$ cat config.mk
export PLATFORM = sky130hd
export DESIGN_NAME = data_cache_flat
export DESIGN_NICKNAME = d
export VERILOG_FILES = /design/src/rtl/cache_pkg.sv /design/src/rtl/data_cache_if.sv /design/src/rtl/cache_tag_data_array.sv /design/src/rtl/data_cache.sv /design/src/flat_wrapper.sv
export SDC_FILE = /design/constraint.sdc
export NUM_CORES = 1
export LEC_CHECK = 0
export BUFFER_PORTS_ARGS = -buffer_cell sky130_fd_sc_hd__clkbuf_2
export CORE_MARGIN = 8
export CORE_UTILIZATION = 27
export CTS_BUF_LIST = sky130_fd_sc_hd__clkbuf_4
export DETAILED_ROUTE_END_ITERATION = 10
export GPL_ROUTABILITY_DRIVEN = 0
export SLEW_MARGIN = 20
export SYNTH_ARGS = -nofsm -noshare
export SYNTH_HDL_FRONTEND = slang
export SYNTH_HIERARCHICAL = 1
export SYNTH_SLANG_ARGS = --single-unit
$ cat constraint.sdc
create_clock -name clk -period 7.6 [get_ports clk]
set_input_delay 0.76 -clock clk [delete_from_list [all_inputs] [get_ports clk]]
set_output_delay 0.76 -clock clk [all_outputs]
set_load 0.05 [all_outputs]
$ cat src/rtl/cache_pkg.sv
// Shared definitions for the direct-mapped write-through data cache.
//   - geometry constants (LINES, INDEX_BITS, TAG_BITS, XLEN)
//   - controller state encoding
//   - helpers splitting a byte address into tag / index / byte offset
package cache_pkg;

  localparam int unsigned XLEN            = 32;
  localparam int unsigned LINES           = 8;
  localparam int unsigned INDEX_BITS      = $clog2(LINES);
  localparam int unsigned TAG_BITS        = XLEN - INDEX_BITS - 2;
  localparam int unsigned MEM_LATENCY_DEF = 4;
  localparam int unsigned CNT_BITS        = 8;

  typedef enum logic [1:0] {IDLE, FILL, WRITE} state_t;

  typedef logic [INDEX_BITS-1:0] index_t;
  typedef logic [TAG_BITS-1:0]   tag_t;
  typedef logic [CNT_BITS-1:0]   cnt_t;

  typedef struct packed {
    tag_t       tag;
    index_t     index;
    logic [1:0] offset;
  } addr_t;

  function automatic tag_t get_tag(input logic [XLEN-1:0] addr);
    addr_t a;
    a = addr_t'(addr);
    return a.tag;
  endfunction

  function automatic index_t get_index(input logic [XLEN-1:0] addr);
    addr_t a;
    a = addr_t'(addr);
    return a.index;
  endfunction

  function automatic logic [1:0] get_offset(input logic [XLEN-1:0] addr);
    addr_t a;
    a = addr_t'(addr);
    return a.offset;
  endfunction

endpackage

$ cat src/rtl/data_cache_if.sv
// Memory-side bus between the data cache and main data memory.
//   mem_addr     : word-aligned address
//   mem_data_in  : bytes towards memory, element 0 = bits 7:0
//   mem_data_out : bytes from memory, element 0 = bits 7:0
//   mem_we       : per-byte write enable
// master = cache, slave = memory.
interface data_cache_if;
  import cache_pkg::*;

  logic [XLEN-1:0] mem_addr;
  logic [7:0]      mem_data_in  [0:3];
  logic [7:0]      mem_data_out [0:3];
  logic [3:0]      mem_we;

  modport master (output mem_addr, mem_data_in, mem_we, input mem_data_out);
  modport slave  (input mem_addr, mem_data_in, mem_we, output mem_data_out);
endinterface

$ cat src/rtl/cache_tag_data_array.sv
// Valid/tag/data storage for the direct-mapped cache.
//   rd_index/rd_tag -> rd_hit, rd_data : combinational lookup
//   wr_en/wr_index/wr_tag/wr_be/wr_data : synchronous write, sets the valid bit
//   rst_b clears all valid bits asynchronously; tags and data keep their contents.
module cache_tag_data_array
  import cache_pkg::*;
(
  input  logic            clk,
  input  logic            rst_b,
  input  index_t          rd_index,
  input  tag_t            rd_tag,
  output logic            rd_hit,
  output logic [XLEN-1:0] rd_data,
  input  logic            wr_en,
  input  index_t          wr_index,
  input  tag_t            wr_tag,
  input  logic [3:0]      wr_be,
  input  logic [XLEN-1:0] wr_data
);

  logic [LINES-1:0] valid;
  tag_t             tag_mem  [LINES];
  logic [XLEN-1:0]  data_mem [LINES];

  assign rd_hit  = valid[rd_index] && (tag_mem[rd_index] == rd_tag);
  assign rd_data = data_mem[rd_index];

  always_ff @(posedge clk or negedge rst_b) begin
    if (!rst_b)     valid <= '0;
    else if (wr_en) valid[wr_index] <= 1'b1;
  end

  // NOTE: tag/data arrays are deliberately not reset; the valid bits alone decide
  // whether their contents mean anything, so they can map onto plain RAM.
  always_ff @(posedge clk) begin
    if (wr_en) begin
      tag_mem[wr_index] <= wr_tag;
      for (int b = 0; b < 4; b++) begin
        if (wr_be[b]) data_mem[wr_index][8*b +: 8] <= wr_data[8*b +: 8];
      end
    end
  end

endmodule

$ cat src/rtl/data_cache.sv
// Direct-mapped, write-through, write-no-allocate data cache for the MEM stage.
//   cpu_addr/cpu_wdata/cpu_read/cpu_write/cpu_byte/halted : request from MEM stage
//   cpu_rdata : hit word (0 when no hit), cpu_stall : combinational pipeline freeze
//   mem       : memory bus (data_cache_if.master), registered drive
//   hit_count/miss_count : saturating load hit/miss counters
// A load miss stalls for 1 + MEM_LATENCY cycles and then hits on retry.
// A store holds mem_we for MEM_LATENCY + 1 cycles, then releases the stall once
// (write_done) so the frozen store is not issued a second time.
module data_cache
  import cache_pkg::*;
#(
  parameter int unsigned MEM_LATENCY = MEM_LATENCY_DEF
) (
  input  logic            clk,
  input  logic            rst_b,
  input  logic [XLEN-1:0] cpu_addr,
  input  logic [XLEN-1:0] cpu_wdata,
  input  logic            cpu_read,
  input  logic            cpu_write,
  input  logic            cpu_byte,
  input  logic            halted,
  output logic [XLEN-1:0] cpu_rdata,
  output logic            cpu_stall,
  data_cache_if.master    mem,
  output logic [31:0]     hit_count,
  output logic [31:0]     miss_count
);

  localparam cnt_t LAT = cnt_t'(MEM_LATENCY);

  state_t          state;
  cnt_t            counter;
  logic            write_done;
  logic            rd_hit;
  logic [XLEN-1:0] rd_data;
  logic            wr_en;
  logic [3:0]      wr_be;
  logic [XLEN-1:0] wr_data;

  // Store wins when both strobes are up; halted masks every new request.
  wire do_write = !halted && cpu_write;
  wire do_read  = !halted && cpu_read && !cpu_write;

  wire fill_last  = (state == FILL)  && (counter == LAT);
  wire write_last = (state == WRITE) && (counter == LAT);

  // Fill writes the whole line; a store updates the line only if it is resident.
  assign wr_en   = fill_last || (write_last && rd_hit);
  assign wr_be   = fill_last ? 4'hF : mem.mem_we;
  assign wr_data = fill_last
                 ? {mem.mem_data_out[3], mem.mem_data_out[2], mem.mem_data_out[1], mem.mem_data_out[0]}
                 : {mem.mem_data_in[3],  mem.mem_data_in[2],  mem.mem_data_in[1],  mem.mem_data_in[0]};

  cache_tag_data_array u_array (
    .clk      (clk),
    .rst_b    (rst_b),
    .rd_index (get_index(cpu_addr)),
    .rd_tag   (get_tag(cpu_addr)),
    .rd_hit   (rd_hit),
    .rd_data  (rd_data),
    .wr_en    (wr_en),
    .wr_index (get_index(cpu_addr)),
    .wr_tag   (get_tag(cpu_addr)),
    .wr_be    (wr_be),
    .wr_data  (wr_data)
  );

  assign cpu_rdata = rd_hit ? rd_data : '0;

  always_comb begin
    // NOTE: default first so every path assigns cpu_stall and no latch is inferred.
    cpu_stall = 1'b0;
    case (state)
      IDLE: begin
        if (do_write)     cpu_stall = !write_done;
        else if (do_read) cpu_stall = !rd_hit;
      end
      FILL, WRITE: cpu_stall = 1'b1;
      default:     cpu_stall = 1'b0;
    endcase
    // The frozen request may still be on the bus while reset is asserted.
    if (!rst_b) cpu_stall = 1'b0;
  end

  // NOTE: sequential state uses non-blocking assignments only, so every register
  // samples pre-edge values regardless of statement order.
  always_ff @(posedge clk or negedge rst_b) begin
    if (!rst_b) begin
      state        <= IDLE;
      counter      <= '0;
      write_done   <= 1'b0;
      hit_count    <= '0;
      miss_count   <= '0;
      mem.mem_addr <= '0;
      mem.mem_we   <= '0;
      for (int i = 0; i < 4; i++) mem.mem_data_in[i] <= '0;
    end else begin
      case (state)
        IDLE: begin
          counter <= '0;
          if (do_write) begin
            if (write_done) begin
              write_done <= 1'b0;
            end else begin
              state        <= WRITE;
              mem.mem_addr <= {cpu_addr[XLEN-1:2], 2'b00};
              if (cpu_byte) begin
                mem.mem_we <= 4'b0001 << get_offset(cpu_addr);
                for (int i = 0; i < 4; i++) mem.mem_data_in[i] <= cpu_wdata[7:0];
              end else begin
                mem.mem_we <= 4'hF;
                for (int i = 0; i < 4; i++) mem.mem_data_in[i] <= cpu_wdata[8*i +: 8];
              end
            end
          end else begin
            write_done <= 1'b0;
            if (do_read && !rd_hit) begin
              state        <= FILL;
              counter      <= cnt_t'(1);
              mem.mem_addr <= {cpu_addr[XLEN-1:2], 2'b00};
              if (miss_count != '1) miss_count <= miss_count + 32'd1;
            end else if (do_read) begin
              if (hit_count != '1) hit_count <= hit_count + 32'd1;
            end
          end
        end
        FILL: begin
          counter <= counter + cnt_t'(1);
          if (counter == LAT) state <= IDLE;
        end
        WRITE: begin
          counter <= counter + cnt_t'(1);
          if (counter == LAT) begin
            mem.mem_we <= '0;
            write_done <= 1'b1;
            state      <= IDLE;
          end
        end
        default: state <= IDLE;
      endcase
    end
  end

endmodule

$ cat src/flat_wrapper.sv
// flat-port wrapper written by rule: the top's interface ports become plain ports
module data_cache_flat import cache_pkg::*;
#(
  parameter int unsigned MEM_LATENCY = MEM_LATENCY_DEF
)
  (clk, rst_b, cpu_addr, cpu_wdata, cpu_read, cpu_write, cpu_byte, halted, cpu_rdata, cpu_stall, hit_count, miss_count, mem_mem_addr, mem_mem_data_in, mem_mem_we, mem_mem_data_out);
  data_cache_if mem_i ();
  input  logic clk;
  input  logic rst_b;
  input  logic [XLEN-1:0] cpu_addr;
  input  logic [XLEN-1:0] cpu_wdata;
  input  logic cpu_read;
  input  logic cpu_write;
  input  logic cpu_byte;
  input  logic halted;
  output logic [XLEN-1:0] cpu_rdata;
  output logic cpu_stall;
  output logic [31:0] hit_count;
  output logic [31:0] miss_count;
  output wire logic [$bits(mem_i.mem_addr)-1:0] mem_mem_addr;
  output wire logic [$bits(mem_i.mem_data_in)-1:0] mem_mem_data_in;
  output wire logic [$bits(mem_i.mem_we)-1:0] mem_mem_we;
  input wire logic [$bits(mem_i.mem_data_out)-1:0] mem_mem_data_out;
  assign mem_mem_addr = mem_i.mem_addr;
  assign mem_mem_data_in = {>>{mem_i.mem_data_in}};
  assign mem_mem_we = mem_i.mem_we;
  assign mem_i.mem_data_out = {>>{mem_mem_data_out}};
  data_cache #(.MEM_LATENCY(MEM_LATENCY)) u_core (.clk(clk), .rst_b(rst_b), .cpu_addr(cpu_addr), .cpu_wdata(cpu_wdata), .cpu_read(cpu_read), .cpu_write(cpu_write), .cpu_byte(cpu_byte), .halted(halted), .cpu_rdata(cpu_rdata), .cpu_stall(cpu_stall), .mem(mem_i), .hit_count(hit_count), .miss_count(miss_count));
endmodule
==> After elaboration in Yosys (flattened, before gate mapping) <==
Memory sizes are Yosys's and may differ from the RTL's.
Index checks and enable logic that the tools add are counted.
{ "classes": {"add_sub_neg": 3, "n_lt_le_gt_ge": 2, "eq_ne": 13, "shifts": 1, "muxes": 44, "bitwise": 4, "reduce_logical": 26} }
{ "op_table": {"columns": ["cell", "count"], "rows": [
  ["$mux 32", 5],
  ["$add 32x1->32 const B", 2],
  ["$ne 32x32->1 const B", 2],
  ["$eq 27x27->1", 1],
  ["$mux 24", 1],
  ["$mux 1", 21],
  ["$mux 4", 5],
  ["$pmux 8 s2", 1],
  ["$logic_and 1x1->1", 9],
  ["$reduce_and 3->1", 3],
  ["$add 8x1->8 const B", 1],
  ["$eq 8x3->1 const B", 1],
  ["$mux 2", 4],
  ["$mux 8", 1],
  ["$or 8x8->8", 1],
  ["$pmux 4 s2", 1],
  ["$reduce_and 4->1", 2],
  ["$ne 2x2->1 const B", 3],
  ["$reduce_bool 2->1", 3],
  ["$reduce_and 5->1", 1],
  ["$logic_not 1->1", 4],
  ["$lt 3x4->1 const B", 1],
  ["$ne 2x1->1 const B", 2],
  ["$pmux 1 s2", 2],
  ["14 further kinds", 16]
]} }
{ "totals": {"regBits": 151, "mem_bits_rw": 472, "in_bits": 102, "output_inout_bits": 165, "word_cells": 107, "memories": 2} }
{ "mem_list": {"columns": ["memory", "words", "width", "read_ports", "rd_clocked_by_memory_dff", "write_ports", "line_no", "rtl"], "rows": [
  ["u_core.u_array.data_mem", 8, 32, 1, 0, 1, "cache_tag_data_array.sv:23", "logic [XLEN-1:0] data_mem [LINES];"],
  ["u_core.u_array.tag_mem", 8, 27, 1, 0, 1, "cache_tag_data_array.sv:22", "tag_t tag_mem [LINES];"]
]} }

==> Logic depth before layout (Yosys ltp) <==
Gate-level depths: netlist of the first run.
{ "depth": {"word_depth": 8, "ltp_mapped": 15, "depth_no_buf": 11} }

==> By module <==
Netlist of the first run, hierarchy kept.
{ "modules_own_cells": {"columns": ["mod", "instances", "cells_each", "area_per_inst_um2", "seq_area_each_um2"], "rows": [
  ["cache_tag_data_array", 1, 814, 18617.9, 14373.8],
  ["data_cache", 1, 665, 7191.9, 3528.4]
]} }

==> Worst setup path before layout of the first run <==
OpenSTA, ideal clock, no wires.
{ "synth_timing": {"kind": "input to register", "start": "input port cpu_addr[4]", "end": "memory u_core.u_array.data_mem[0][0] (enable)", "setup_time_ns": 0.333, "arrival_time_ns": 5.817, "required_ns": 7.267, "setup_slack_ns": 1.450, "cell_stages": 13, "n_path_buf": 3, "path_cell_list": "clkbuf_1 > buf_1 > mux4_2 > mux2i_1 > xor2_1 > nand4_1 > nor4b_2 > clkbuf_1 > a21oi_1 > nor2_1 > nand2b_1 > nor3_1 > and2_1"} }
{ "synth_via": {"elab_chain_cells": 7, "word_cells_on_any_way": 9, "classes_between": "eq/ne (1); mux (4); reduce/logical (3); memory (1)"} }
{ "synth_lines": {"columns": ["element", "line_no", "rtl"], "rows": [
  ["start, declared", "flat_wrapper.sv:10", "input logic [XLEN-1:0] cpu_addr;"],
  ["$mem_v2 8x27 or $bmux 1 s3 (tied branches)", null, null],
  ["$eq 27x27->1 or $mux 1 (tied branches)", "cache_tag_data_array.sv:25", "assign rd_hit = valid[rd_index] && (tag_mem[rd_index] == rd_tag);"],
  ["$logic_and 1x1->1 (*)", "cache_tag_data_array.sv:25", null],
  ["via u_core.rd_hit", "data_cache.sv:34", "logic rd_hit;"],
  ["$logic_and 1x1->1 (*)", "data_cache.sv:48", "assign wr_en = fill_last || (write_last && rd_hit);"],
  ["$logic_or 1x1->1 (*)", "data_cache.sv:48", null],
  ["via u_core.wr_en", "data_cache.sv:36", "logic wr_en;"],
  ["$mux 1 (*)", "cache_tag_data_array.sv:36", "if (wr_en) begin"],
  ["$mux 1 (implied by the code) (*)", "cache_tag_data_array.sv:39", "if (wr_be[b]) data_mem[wr_index][8*b +: 8] <= wr_data[8*b +: 8];"],
  ["end, declared", "cache_tag_data_array.sv:23", null]
]} }
The timed path passes the listed nets; every way through them passes the cells marked *. The select of a mux whose other input is x is not followed.

==> Worst setup path in the final report of the first run <==
{ "layout_timing": {"start": "input port cpu_addr[3]", "end": "output port cpu_stall"} }
{ "layout_via": {"elab_chain_cells": 8, "word_cells_on_any_way": 10, "classes_between": "eq/ne (1); mux (6); reduce/logical (2); memory (1)"} }
{ "layout_lines": {"columns": ["element", "line_no", "rtl"], "rows": [
  ["$mem_v2 8x27 or $bmux 1 s3 (tied branches)", null, null],
  ["$eq 27x27->1 or $mux 1 (tied branches)", "cache_tag_data_array.sv:25", null],
  ["$logic_and 1x1->1 (*)", "cache_tag_data_array.sv:25", null],
  ["via u_core.rd_hit", "data_cache.sv:34", null],
  ["$logic_not 1->1 (*)", "data_cache.sv:76", "else if (do_read) cpu_stall = !rd_hit;"],
  ["$mux 1 (*)", "data_cache.sv:76", null],
  ["$mux 1 (*)", "data_cache.sv:75", "if (do_write) cpu_stall = !write_done;"],
  ["$pmux 1 s2 (*)", "data_cache.sv:73", "case (state)"],
  ["$mux 1 (*)", "data_cache.sv:82", "if (!rst_b) cpu_stall = 1'b0;"],
  ["end, declared", "flat_wrapper.sv:17", "output logic cpu_stall;"]
]} }
Marks and branches as above.

==> metrics, run 1 <==
Max Clock Freq 172.6 MHz; Worst Max-Slew Pin Slew approximately 1.2 ns; final worst clock skew about 0.064 ns; Worst-path clk slew approximately 0.06 ns; Multi-input gate area roughly 7600 um2; CTS tree yes; I/O pin cnt 267; Clock Path Buffers 3; Seq cells post-synth 621; CTS Sinks about 620; area leader, netlist edfxtp_1; Post-synth ARST share 23.99%; Synth top area share 54.92%; Avg WL per Cell 20.65 um; largest net degree at the start of global routing between 80 and 90; Clock Tree Root clkbuf_4; critical path arrival roughly 5.0 ns; Crit-path slowest cell buf_6; most used cell, CP buf_4; worst min-delay path class primary input to flip-flop; Slew Viols, Final 0; worst hold path depth 3; Die Wd about 330 um; Int Pwr ~6.1 mW; Max IR drop VDD approximately 0.21 mV; initial DRC count between 900 and 1000; status completed; initial antenna violation count 9; wirelength, routed between 60 and 70 mm; total number of vias about 15000; P&R area growth vs syn 20.35%; Port Buffers ~260; fill count between 9000 and 10000; Syn Std Cell Area 25810 um2; final hold violation count 0; minimum clock period 5.793 ns; wire length of the first global-routing pass 103.0 mm; drt via density ~4.5; Seq/Total Area, Yosys between 60% and 70%; number of global-route vias before repair around 16000; post_cts resized 0; main area contributors after synthesis edfxtp_1 55%, dfrtp_1 14%, mux4_2 9.9%; Yosys warnings 6; Std-Cell Core Area between 90000 and 100000 um2; final critical-path share of the clock period 76.22%; CTS H-tree depth 4; Max-slew headroom 21.45%; number of synthesized flops with an enable pin between 400 and 500; GRT Residual Overflow 0; setup TNS 0 ns; crit-path max cell delay just under 0.7 ns; Starting Density between 20% and 30%; CP startpoint kind primary input; DRT antenna net count 0; # rows approximately 110; ys flop type edfxtp_1; RSZ-0062 raised after global routing false; fin util about a third; Clk network pwr share 32.3%; sequential power share around 46%; Worst R2R Path Depth 12; WS Path Type primary input to output pin; CTS Buf Count 167; setup violators final 0; Comb pwr share a little over a fifth; Synth Area per Inst 17.45 um2; GRT Overall Usage 12.69%; Syn Inst Count 1479; crit end category output pin; Sw Ratio 33.29%; die area approximately 110000 um2; Critical Path Fanout Max 83; Detailed Routing Iterations Pass 1 5; post-detail-place hpwl ~46 mm; Storage cell area 17900 um2; leak pwr approximately 11 nW; chip height approximately 330 um; Worst EP required 6.84 ns; later-pin clock latency in the skew report ~1 ns; Max-Cap Viols 0; Final nets ~2000; drc violations 0; sw power between 3 and 4 mW; Critical Path, Cell by Cell buf_6 > buf_4 > mux4_2 > mux2i_1 > nor4_1 > nand4_1 > nor4b_4 > buf_4 > nor2_1 > or2_2 > buf_4 > nor2_1 > nor3b_1 > clkbuf_2; pwr dens approximately 300 nW/um2; share of cells above drive strength 1 39.36%; Power, Total a little over 9 mW; post-synth cell types 58
## logic make-up (layout without fill, tap and decap cells)
family	after synthesis	count (layout)	share of synthesized area, %
XOR/XNOR	79	79	2.681
flip-flops	621	621	69.36
adder cells (fa/ha/maj)	8	8	0.3878
buffers and inverters	74	624	1.416
other	1	8	0.01453
AO/OA/AOI/OAI	70	70	1.750
AND/OR/NAND/NOR	343	343	7.354
multiplexers	283	283	17.04
## worst paths after layout
kind | start | endpoint | slack, ns
hold reg to reg | u_core/u_array/valid[5]$_DFFE_PN0P_ | u_core/u_array/valid[5]$_DFFE_PN0P_ | 0.47
min in group asynchronous | rst_b | u_core/mem.mem_addr[23]$_DFFE_PN0P_ | 0.27
hold / removal | cpu_wdata[20] | u_core/mem.mem_data_in[12]$_DFFE_PN0P_ | 0.16
setup reg to reg | u_core/u_array/tag_mem[6][19]$_DFFE_PP_ | u_core/u_array/data_mem[1][6]$_DFFE_PP_ | 2.69
setup / recovery | cpu_addr[3] | cpu_stall | 1.81
max in group asynchronous | rst_b | u_core/mem.mem_data_in[27]$_DFFE_PN0P_ | 6.07
## critical path, delay by kind of cell
kind	cells	cell delay, ns
buf+inv	5	2.25
mux	2	0.39
simple gates	7	1.55
## power groups by stage
stage | logic (mW) | registers (mW) | clock network (mW)
after floorplan | 0.668 | 4.93 | 0
after global placement | 1.94 | 4.31 | 0
after detailed placement | 1.97 | 4.32 | 0
after CTS | 1.98 | 4.25 | 3.09
after global routing | 2.07 | 4.28 | 3.27
final | 1.95 | 4.25 | 2.96
## state kept, by name, indices dropped and copies added (netlist names)
signal / cells
u_core/counter: 8
u_core/hit_count: 32
u_core/mem.mem_addr: 30
u_core/mem.mem_data_in: 32
u_core/mem.mem_we: 4
u_core/miss_count: 32
u_core/state: 2
u_core/u_array/data_mem: 256
u_core/u_array/tag_mem: 216
u_core/u_array/valid: 8
u_core/write_done: 1
## per-stage QoR
stage / setup slack, ns / cells / hold slack [ns] / cell area, um2
6_report: 1.807 / 3301 / 0.1552 / 31060
5_1_grt: 1.404 / 3298 / 0.03554 / 31050
4_1_cts: 1.682 / 3295 / 0.005554 / 31050
3_5_place_dp: 1.342 / 2966 / 0.4558 / 28640
3_3_place_gp: 1.441 / 2966 / 0.4480 / 28640
2_1_floorplan: 1.450 / 1480 / 0.4337 / 25810
## area by class of cell
cell class	instances	area share (%)
sequential	621	57.64
inverter	9	0.1088
multi-input combinational	785	24.51
timing repair buffer	310	5.627
tap	1265	5.096
antenna	6	0.04834
clock inverter	85	1.656
clock buffer	220	5.317
## cells in the final DEF, fill, tap and decap left out, types with 7 or more instances in the layout
master,count
and2_1,68
nor3_1,11
nand4_1,34
xnor2_1,55
inv_1,9
edfxtp_1,472
clkinv_2,22
and3_1,16
dfrtp_1,149
nand3_1,31
clkbuf_2,260
o21ai_0,9
dlygate4sd3_1,24
nor2_1,51
ha_1,8
buf_4,23
nand2b_1,19
mux4_2,114
mux2_2,108
clkbuf_4,220
xor2_1,24
nor2b_1,7
clkinv_1,45
a21oi_1,32
or2_2,11
mux2i_1,59
nand2_1,53
## timing repair
item,4_1_cts,5_1_grt
hold endpoints to repair,60,0
setup buffers,0,0
hold buffers,24,0
## Yosys cell counts, types with 31 or more instances
library cell,instances
mux2_2,108
nand4_1,34
nand3_1,31
dfrtp_1,149
nor2_1,57
edfxtp_1,472
mux4_2,114
xnor2_1,55
and2_1,68
nand2_1,54
a21oi_1,32
mux2i_1,59
## metal layers
metal	vias up	wire, um	global-route usage [%]
met4	0	1265	4.131
met5	-	0	0
met2	563	32540	20.24
met3	99	4869	3.815
li1	6710	-	-
met1	7595	29500	16.49
Note: power is estimated with default switching activity, not from simulation.
==> run 2: changes to the inputs <==
Clock period 7.6 ns to 4.65 ns, I/O delays scaled along.
==> metrics, run 2 (synthesis results as in run 1) <==
Avg WL per Cell 19.93 um (-3.5%); R2R Path Start u_core/u_array/tag_mem[5][24]$_DFFE_PP_; Power, Total 15.37 mW (+68%); Critical Path Fanout Max 28 (-66%); I/O pin cnt 267 (unchanged); initial DRC count 1010 (+5.4%); Worst R2R Path Depth 16 (+4); drt via density 4.539 (+0.12%); most frequent cells in the layout 472 x edfxtp_1, 227 x clkbuf_2, 223 x clkbuf_4; Max-Cap Viols 0 (unchanged); WS Path Type primary input to output pin; P&R area growth vs syn 29.69%; Port Buffers 264 (unchanged); leak pwr 12.46 nW (+8.8%); share of cells above drive strength 1 39.57% (+0.21 points); pwr dens 459.3 nW/um2 (+56%); CTS Buf Count 167 (unchanged); CP startpoint kind primary input; setup TNS 0 ns (unchanged); Worst Max-Slew Pin Slew 1.066 ns (-0.09982 ns); Max-slew headroom 28.67% (+7.2 points); CP startpoint cpu_addr[2]; GRT Residual Overflow 0 (unchanged); total number of vias 15690 (+4.8%); CTS tree yes; die area 105700 um2 (unchanged); final hold violation count 0 (unchanged); # rows 113 (unchanged); Max Clock Freq 224.9 MHz; Detailed Routing Iterations Pass 1 5 (unchanged); most common cell after layout, fill and taps aside edfxtp_1; DRT antenna net count 0 (unchanged); crit end category output pin; CTS Sinks 621 (unchanged); max FFs per register 256 (unchanged); chip height 325.2 um (unchanged); setup violators final 0 (unchanged); final worst clock skew 0.1085 ns (+0.04448 ns); CTS H-tree depth 4 (unchanged); RSZ-0062 raised after global routing true; final critical-path share of the clock period between 90% and 100%; Final nets 2174 (+8.5%); initial antenna violation count 5 (-4); drc violations 0 (unchanged); status completed; later-pin clock latency in the skew report 1.05 ns (+0.06 ns); minimum clock period 4.445 ns; worst hold path depth 4 (+1); placed cell areas 29690 um2 (+3.7%); Hold Crit Start cpu_wdata[18]; design area 33470 um2 (+7.8%); Clock Tree Root clkbuf_4; post-detail-place hpwl 46.09 mm (-0.13%); top flop regs u_core/u_array/data_mem (256), u_core/u_array/tag_mem (216); worst min-delay path class primary input to flip-flop; fill count 8936 (-3.0%); number of global-route vias before repair 17350 (+7.4%); fin util 35.28% (+2.5 points); Worst EP required 4.18 ns (-2.66 ns); Clock Path Buffers 3 (unchanged); GRT Overall Usage 12.87% (+0.18 points); Std-Cell Core Area 94870 um2 (unchanged); Starting Density 27.21% (unchanged); wire length of the first global-routing pass 105.8 mm (+2.7%); Largest Register u_core/u_array/data_mem; Die Wd 325.2 um (unchanged); Worst-path clk slew 0.06 ns (about the same); Slew Viols, Final 0 (unchanged); Max IR drop VDD 0.4167 mV (+94%); largest net degree at the start of global routing 58 (-31%); critical path arrival 3.98 ns (-1.05 ns); wirelength, routed 68.86 mm (+1.0%)
## run 2: metal layers
| metal | GRT usage [%] | up-vias | wire [um] |
|---|---|---|---|
| met4 | 4.488 | 2 | 1516 |
| met3 | 3.560 | 113 | 4052 |
| met5 | 0 | - | 12 |
| met1 | 16.36 | 8026 | 30180 |
| li1 | - | 7041 | - |
| met2 | 21.03 | 506 | 33100 |
## run 2: final timing paths
| kind | slack, ns | end |
|---|---|---|
| max in group asynchronous | 2.96 | u_core/counter[3]$_DFFE_PN0N_ |
| setup / recovery | 0.20 | cpu_rdata[22] |
| setup reg to reg | 0.44 | u_core/state[0]$_DFFE_PN0P_ |
| hold / removal | 0.36 | u_core/mem.mem_data_in[10]$_DFFE_PN0P_ |
| hold reg to reg | 0.47 | u_core/u_array/valid[7]$_DFFE_PN0P_ |
| min in group asynchronous | 0.54 | u_core/hit_count[6]$_DFFE_PN0P_ |
## run 2: per-stage QoR
step,setup WS [ns],instances,hold slack [ns]
final,0.2045,3456,0.3623
after global routing,-0.05798,3454,0.2492
after CTS,0.005349,3451,0.2049
after detailed placement,0.1739,3033,0.4507
after global placement,0.2298,3033,0.4488
after floorplan,-0.4047,1480,0.1694
## run 2: worst max-delay path, cell delays in order
cell and delay [ns]:
dlygate4sd3_1 0.58, buf_12 0.22, buf_4 0.27, mux4_2 0.51, mux2i_1 0.17, xor2_1 0.16
o2111ai_1 0.14, nor4_1 0.34, nor4b_4 0.27, buf_6 0.17, buf_6 0.15, buf_12 0.14
and2_1 0.15, clkbuf_8 0.19
## run 2: final cells by class
class                           instances  area [um2]  share of cell area, %
Multi-Input combinational cell        785        7656                  22.87
Tap cell                             1265        1583                  4.729
Sequential cell                       621       17900                  53.48
Clock inverter                         71       605.6                  1.809
Timing Repair Buffer                  480        4028                  12.03
Clock buffer                          220        1652                  4.934
Inverter                                9       33.78                 0.1009
Antenna cell                            5       12.51                0.03738
## run 2: power by group
group	switching [mW]	leakage, nW	internal, mW	total, mW
clock network	2.33	1.30	2.83	5.16
logic	2.32	5.03	0.939	3.26
registers	0.304	6.12	6.65	6.96
total	4.95	12.5	10.4	15.4
## run 2: what timing repair did
item / 4_1_cts / 5_1_grt
setup buffers: 2 / 0
pin swaps: 3 / 4
resized for setup: 39 / 63
hold endpoints to repair: 609 / 0
setup endpoints to repair: 33 / 33
cloned: 0 / 0
hold buffers: 125 / 0
==> run 3: changes to the inputs <==
Settings changed: BUFFER_PORTS_ARGS -buffer_cell sky130_fd_sc_hd__clkbuf_2 to default, DONT_BUFFER_PORTS from default to 1.
==> metrics, run 3 (synthesis results as in run 1) <==
CTS tree yes; most used cell, CP buf_4; pre-CTS setup slack 0.2966 ns (+0.1227 ns); Worst-path clk slew 0.07 ns (about the same); CTS Sinks 621 (unchanged); share of cells above drive strength 1 31.36% (-8.2 points); GRT Overall Usage 12.93% (+0.058 points); Max Clock Freq 224.7 MHz (-0.11%); largest net degree at the start of global routing 150 (+160%); Std-Cell Core Area 94870 um2 (unchanged); P&R area growth vs syn 19.74%; top flop regs u_core/u_array/data_mem (256), u_core/u_array/tag_mem (216); RSZ-0062 raised after global routing true; Critical Path, Cell by Cell mux4_2 > mux2i_1 > xnor2_1 > a2111oi_2 > nand4_1 > nor4b_4 > buf_6 > buf_4 > buf_4 > and2_2; wirelength, routed 70.23 mm (+2.0%); Detailed Routing Iterations Pass 1 7 (+2); max FFs per register 256 (unchanged); post-detail-place hpwl 41.98 mm (-8.9%); Clock Path Buffers 3 (unchanged); design area 30900 um2 (-7.7%); Max-slew headroom 43.23% (+15 points); Starting Density 27.21% (unchanged); Slew Viols, Final 0 (unchanged); Port Buffers 0 (-100%); initial DRC count 1041 (+3.1%); WS Path Type flip-flop to output pin; status completed; Max-Cap Viols 0 (unchanged); GRT Residual Overflow 0 (unchanged); CTS Buf Count 164 (-1.8%); Crit-path slowest cell mux4_2; minimum clock period 4.451 ns (+0.005086 ns); final hold violation count 0 (unchanged); number of global-route vias before repair 15410 (-11%); Largest Register u_core/u_array/data_mem; leak pwr 10.83 nW (-13%); die area 105700 um2 (unchanged); DRT antenna net count 0 (unchanged); setup violators final 0 (unchanged); initial antenna violation count 8 (+3); drc violations 0 (unchanged); crit-path max cell delay 0.46 ns (-0.12 ns); # rows 113 (unchanged); Max IR drop VDD 0.2867 mV (-31%); total number of vias 14560 (-7.2%); worst setup slack after layout 0.1994 ns (-0.005086 ns); Final Hold Slack 0.1781 ns (-0.1843 ns); Die Wd 325.2 um (unchanged); Clock Tree Root clkbuf_4; most frequent cells in the layout 472 x edfxtp_1, 244 x clkbuf_4, 149 x dfrtp_1; drt via density 4.647 (+2.4%); I/O pin cnt 267 (unchanged); later-pin clock latency in the skew report 1.02 ns (-0.03 ns); Final nets 1839 (-15%); chip height 325.2 um (unchanged); final critical-path share of the clock period 95.71% (+0.11 points); final worst clock skew 0.08186 ns (-0.02661 ns); most common cell after layout, fill and taps aside edfxtp_1; Critical Path Fanout Max 19 (-32%); CP startpoint kind flip-flop; wire length of the first global-routing pass 102.9 mm (-2.7%); Worst Max-Slew Pin Slew 0.8516 ns (-0.2145 ns); Power, Total 14.59 mW (-5.1%); Avg WL per Cell 22.41 um (+12%); critical path arrival 3.99 ns (about the same); placed cell areas 27290 um2 (-8.1%); worst min-delay path class primary input to async pin; CTS H-tree depth 4 (unchanged); Worst EP required 4.18 ns (about the same); pwr dens 472.3 nW/um2 (+2.8%); crit end category output pin
## run 3: final timing paths
kind,startpoint,endpoint,slack [ns],cells after the start
worst max-delay path,u_core/u_array/tag_mem[7][22]$_DFFE_PP_,cpu_rdata[11],0.20,10
worst min-delay path,rst_b,u_core/mem.mem_addr[12]$_DFFE_PN0P_,0.18,2
worst max register to register,u_core/u_array/tag_mem[7][22]$_DFFE_PP_,u_core/state[1]$_DFFE_PN0P_,0.40,15
worst min register to register,u_core/u_array/valid[5]$_DFFE_PN0P_,u_core/u_array/valid[5]$_DFFE_PN0P_,0.46,1
max in group asynchronous,rst_b,u_core/miss_count[16]$_DFFE_PN0P_,3.79,2
min in group clk,cpu_addr[2],u_core/mem.mem_addr[2]$_DFFE_PN0P_,0.19,2
## run 3: critical path: cells and delay by family (launching register included)
family / cells / cell delay [ns]
buffers and inverters: 3 / 0.54
muxes: 2 / 0.64
DFF: 1 / 0.37
xor gates and xnor gates: 1 / 0.15
AOI/OAI and AO/OA: 1 / 0.36
and+or+nand+nor: 3 / 0.89
## run 3: layout make-up
type,count,area [um2]
well taps,1265,1583
clock inverters,55,312.8
inverters,9,33.78
diodes,7,17.52
clock buffers,244,1832
flip-flops and latches,621,17900
fillers,9122,63970
repair buffers,148,1511
multi-input cells,785,7712
## run 3: per-layer routing
layer	wire length [um]	track usage, %	vias up
met5	13	0	-
met2	34450	21.31	552
li1	-	-	6380
met4	1615	4.680	2
met1	28760	15.66	7506
met3	5396	4.423	123
## run 3: power breakdown
part | internal, mW | switching, mW | total, mW | leakage (nW)
clock | 2.50 | 2.33 | 4.82 | 1.29
combinational | 0.699 | 0.965 | 1.66 | 3.41
sequential | 6.63 | 1.48 | 8.11 | 6.12
## run 3: through the flow
step / TNS (ns) / instances / utilization, %
finish: 0 / 3134 / 32.58
global route: -0.9206 / 3132 / 32.57
CTS: -0.1621 / 3123 / 32.45
detailed placement: 0 / 2695 / 28.76
global placement: 0 / 2695 / 28.76
floorplan: -103.22 / 1480 / -
## run 3: what timing repair did
item,4_1_cts,5_1_grt
endpoints found under the hold margin,793,0
hold buffers,128,0
pin swaps,1,6
setup endpoints to repair,33,20
buffers inserted,1,3
gates resized for setup,24,34
cloned,0,1
